[src/rtl/add_and_or_unit.sv]
// Registered ADD/AND/OR slice with an optional {N,Z,C,V} flag update and one-cycle latency.
// Define ADC_CARRY_EN to make op=11 an add-with-carry; otherwise op=11 is a reserved no-op.
module add_and_or_unit #(
    parameter int WIDTH = 32
) (
    input  logic             clk,
    input  logic             reset,
    input  logic             in_valid,
    input  logic [1:0]       op,
    input  logic             sbit,
    input  logic [WIDTH-1:0] in1,
    input  logic [WIDTH-1:0] in2,
    output logic [WIDTH-1:0] result,
    output logic             out_valid,
    output logic [3:0]       flags
);

    localparam logic [1:0] OP_ADD = 2'b00;
    localparam logic [1:0] OP_AND = 2'b01;
    localparam logic [1:0] OP_OR  = 2'b10;
    localparam logic [1:0] OP_ADC = 2'b11;

    logic [WIDTH-1:0] result_q, result_d;
    logic             valid_q, valid_d;
    logic [3:0]       flags_q, flags_d;
    logic [WIDTH:0]   sum_ext;
    logic             carry, ovf;
    logic             is_arith;
    logic             flag_upd;

    always_comb begin
`ifdef ADC_CARRY_EN
        // Carry-in is the registered C at the issue edge, so an ADC right after
        // a flag-setting ADD sees that ADD's carry.
        sum_ext = {1'b0, in1} + {1'b0, in2}
                  + {{WIDTH{1'b0}}, (op == OP_ADC) ? flags_q[1] : 1'b0};
`else
        sum_ext = {1'b0, in1} + {1'b0, in2};
`endif
        carry = sum_ext[WIDTH];
        ovf   = (in1[WIDTH-1] == in2[WIDTH-1]) && (sum_ext[WIDTH-1] != in1[WIDTH-1]);
    end

    always_comb begin
        result_d = result_q;
        valid_d  = in_valid;
        flags_d  = flags_q;
        is_arith = 1'b0;
        flag_upd = in_valid && sbit;

        if (in_valid) begin
            unique case (op)
                OP_ADD: begin
                    result_d = sum_ext[WIDTH-1:0];
                    is_arith = 1'b1;
                end
                OP_AND: result_d = in1 & in2;
                OP_OR:  result_d = in1 | in2;
                OP_ADC: begin
`ifdef ADC_CARRY_EN
                    result_d = sum_ext[WIDTH-1:0];
                    is_arith = 1'b1;
`else
                    result_d = '0;
                    flag_upd = 1'b0;
`endif
                end
                default: result_d = '0;
            endcase
        end

        if (flag_upd) begin
            flags_d[3] = result_d[WIDTH-1];
            flags_d[2] = (result_d == '0);
            if (is_arith) begin
                flags_d[1] = carry;
                flags_d[0] = ovf;
            end
        end
    end

    always_ff @(posedge clk) begin
        if (reset) begin
            result_q <= '0;
            valid_q  <= 1'b0;
            flags_q  <= 4'b0000;
        end else begin
            result_q <= result_d;
            valid_q  <= valid_d;
            flags_q  <= flags_d;
        end
    end

    assign result    = result_q;
    assign out_valid = valid_q;
    assign flags     = flags_q;

endmodule

[config.mk]
export PLATFORM = sky130hd
export DESIGN_NAME = add_and_or_unit
export DESIGN_NICKNAME = d
export VERILOG_FILES = /design/src/rtl/add_and_or_unit.sv
export SDC_FILE = /design/constraint.sdc
export NUM_CORES = 1
export LEC_CHECK = 0
export BUFFER_PORTS_ARGS = -buffer_cell sky130_fd_sc_hd__buf_4
export CAP_MARGIN = 20
export CORE_MARGIN = 1.5
export CORE_UTILIZATION = 30
export CTS_CLUSTER_DIAMETER = 60
export DETAILED_ROUTE_END_ITERATION = 10
export GPL_TIMING_DRIVEN = 0
export HOLD_SLACK_MARGIN = 0.03
export PLACE_DENSITY_LB_ADDON = 0.25
export SYNTH_ARGS = -nofsm -noshare
export SYNTH_HDL_FRONTEND = slang
export SYNTH_SLANG_ARGS = --single-unit
[constraint.sdc]
create_clock -name clk -period 4.4 [get_ports clk]
set_input_delay 0 -clock clk [delete_from_list [all_inputs] [get_ports clk]]
set_output_delay 0 -clock clk [all_outputs]
set_load 0.005 [all_outputs]
==> reports/results.tsv <==
metric	value	unit
element type at the critical path end	register	
Vias per Instance	5.33	
Seq pwr share	27.0	%
worst hold path class	input port to register	
Fin Setup TNS	0	ns
GPL Wtd Cong	0.916	
status	complete, no violations	
initial antenna violation count	0	
latest clock arrival within the worst-skew pair	0.30	ns
GRT overflow	0	
Routed Antenna Nets	0	
ranking of synthesized cells by area	ha_1, dfxtp_1, inv_1	
Distinct cells, synth	75	
DR iter-0 viols	363	
Peak Freq	347	MHz
core area	16000	sq um
worst r2r path cells	10	
CTS root buf	clkbuf_16	
Max clock buf depth	2	
antenna cells	0	
Synth Area in XOR/XNOR	2.30	%
total wire length	18.5	mm
mux cell area share after synthesis	2.10	%
Logic pwr share	45.5	%
largest area contributor in the netlist	ha_1	
min Tclk post-route	2.88	ns
GRT Util Overall	21.1	%
r2r setup slk	2.39	ns
pre-CTS setup slack	1.25	ns
CP required	4.64	ns
Pwr per Cell Area	228	nW/um^2
vias in the first global route	5308	
design area	6160	sq um
Post-Syn Instances	696	
period utilisation layout	65.5	%
CTS sink count	37	
FF+latch count, synth	37	
count of final hold-check violations	0	
Synthesized Nets	831	
Crit Path Max Fanout	10	
Post-Synth Adder-Cell Area	16.6	%
fin util	38.5	%
CTS tree	yes	
layout cells sized above 1	19.9	%
Hold Path End	flags[2]	
predominant post-synthesis flop cell	dfxtp_1	
Slew Limit Fails	0	
post-synth top area share	16.2	%
Mapped Area	4950	sq um
largest family of logic cells by synthesized area	compound AO/OA/AOI/OAI gates	
Worst setup SP type	input port	
starting density of the core	31.0	%
Worst-path clk slew	0.07	ns
TritonCTS buffer count	5	
WL per Instance	18.0	um
dpl cell area	6010	sq um
row cnt	46	
DIE AREA	17300	sq um
Total Power	0.00141	W
first-pass GRT wire length	28.9	mm
vias	5465	
# resized after CTS	0	
number of buffers added on ports	105	
synthesis warning total	0	
Die W	131	um
power share of the clock group	27.5	%
sequential area share after synthesis	15.0	%
CP Class	input port to register	
largest net degree at the start of global routing	14	
fin nets	943	
hpwl dp	14.6	mm
syn avg cell area	7.12	sq um
WHS Path Cells	4	
FF-to-FF Start	result[6]	
switching part of the total power	40.5	%
Slew Limit Headroom	46.1	%
hold-fix buffers at CTS	0	
Area Overhead vs Synth	24.4	%
beginning of the worst hold path	sbit	
complex-gate fraction of the synthesized area	31.8	%
Fill cells	1761	
H-tree levels	2	
worst slew pin tran	0.808	ns
DRT Pass-1 Iters	4	
Clock Skew	0.00673	ns
Residual DRC	0	
fin worst setup slack	1.52	ns
peak supply drop	0.000141	V
Max-Cap Viols	0	
setup bufs post-CTS	0	
LEAKAGE	2.94	nW
Switch Pwr	0.000570	W
DIE HEIGHT	131	um
RSZ-0062 raised after global routing	no	
worst reg2reg path endpoint	flags[2]	
Simple-Gate Fraction of Synth Area	22.5	%
Post-synth EDFFs	0	
internal power	0.000837	W
FFs w/ async S/R, synth	0	%
Final setup viols	0	
num ports	107	
CP Data Arrival Time	3.13	ns
## through the flow
step / cells / hold WS (ns)
6_report: 1025 / 0.125
4_1_cts: 1025 / 0.126
3_5_place_dp: 1017 / 0.404
5_1_grt: 1025 / 0.184
2_1_floorplan: 696 / 0.254
3_3_place_gp: 1017 / 0.387
## synthesized netlist by cell type, types with 3 or more instances
cell type	n
a211o_1	3
a211oi_1	12
a21boi_0	3
a21o_1	19
a21oi_1	48
a21oi_2	3
a2bb2oi_1	5
a31o_2	3
a31oi_1	11
and2_1	9
and3_1	6
buf_1	5
buf_2	15
clkbuf_1	13
dfxtp_1	37
ha_1	64
inv_1	84
mux2i_1	7
nand2_1	57
nand2b_1	5
nand3_1	17
nand4_1	17
nor2_1	70
nor2b_1	4
nor3_1	16
nor4_1	7
o2111ai_1	4
o211a_1	4
o211ai_1	22
o21a_1	5
o21ai_0	25
o21ai_1	8
o21bai_1	4
o22a_1	3
o22ai_1	6
o31ai_1	3
or2_2	5
or3_1	7
xnor2_1	7
xor2_1	6
## cells by family after synthesis
| logic type | Yosys count |
|---|---|
| and+or+nand+nor | 231 |
| AOI/OAI and AO/OA | 220 |
| buffers and inverters | 120 |
| adders and majority gates | 65 |
| DFF | 37 |
| xor gates and xnor gates | 13 |
| muxes | 10 |
## worst max-delay path: stages
cell and delay, ns:
buf_4 0.09, inv_1 0.04, ha_1 0.27, buf_2 0.18, a21oi_1 0.20, a21boi_1 0.52, a31oi_2 0.25, o21ai_0 0.42
mux2i_1 0.25, a21oi_1 0.14, nor4_1 0.47, nand4_1 0.19, nand2_1 0.09
## final cells by class
cell class / instances / area, sq um / share of cell area (%)
clock inverter: 3 / 22.5 / 0.366
buffer: 35 / 165 / 2.68
timing repair buffer: 105 / 788 / 12.8
inverter: 85 / 319 / 5.18
multi-input combinational: 539 / 3730 / 60.5
sequential: 37 / 741 / 12.0
tap: 216 / 270 / 4.39
clock buffer: 5 / 125 / 2.03
## registers in the layout (all words and copies together), names as in the netlist
signal     flops
flags          4
out_valid      1
result        32
## layer usage
metal  part of all wire, %  global-route usage [%]
met1                    44                    26.8
met2                    47                    36.2
met3                   6.0                    3.86
met4                   2.3                    6.36
met5                     0                       0
## layout by cell type (no fill, tap or decap), types with 4 or more instances in the layout
cell	count
a211oi_1	12
a31oi_1	11
o211a_1	4
nor4_1	7
o21ai_1	8
o21ai_0	25
o21a_1	5
and2_1	9
nor2b_1	4
xor2_1	6
nand2_1	57
or2_2	5
buf_2	15
a21oi_1	48
nand3_1	17
o211ai_1	22
o21bai_1	4
nor3_1	16
and3_1	6
buf_1	5
o22ai_1	6
clkbuf_16	5
buf_4	105
dfxtp_1	37
xnor2_1	7
ha_1	64
o2111ai_1	4
clkbuf_1	13
a2bb2oi_1	5
a21o_1	19
or3_1	7
inv_1	84
mux2i_1	7
nor2_1	70
nand2b_1	5
nand4_1	17
## how the worst max path moves through the flow
| stage | startpoint | endpoint | slack [ns] | cells past startpoint |
|---|---|---|---|---|
| finish | in1[11] | flags[2] | 1.52 | 13 |
| global route | in1[3] | flags[2] | 1.31 | 13 |
| CTS | in1[11] | flags[2] | 1.53 | 13 |
| detailed placement | in1[11] | flags[2] | 1.25 | 13 |
| global placement | in1[11] | flags[2] | 1.23 | 13 |
| floorplan | in1[0] | flags[2] | 1.96 | 13 |
## power groups by stage
stage	clock network, W	registers, W	logic [W]
2_1_floorplan	0	0.000383	0.000402
5_1_grt	0.000400	0.000382	0.000704
4_1_cts	0.000391	0.000380	0.000635
3_3_place_gp	0	0.000388	0.000631
3_5_place_dp	0	0.000387	0.000631
6_report	0.000387	0.000380	0.000640
Note: power is estimated with default switching activity, not from simulation.
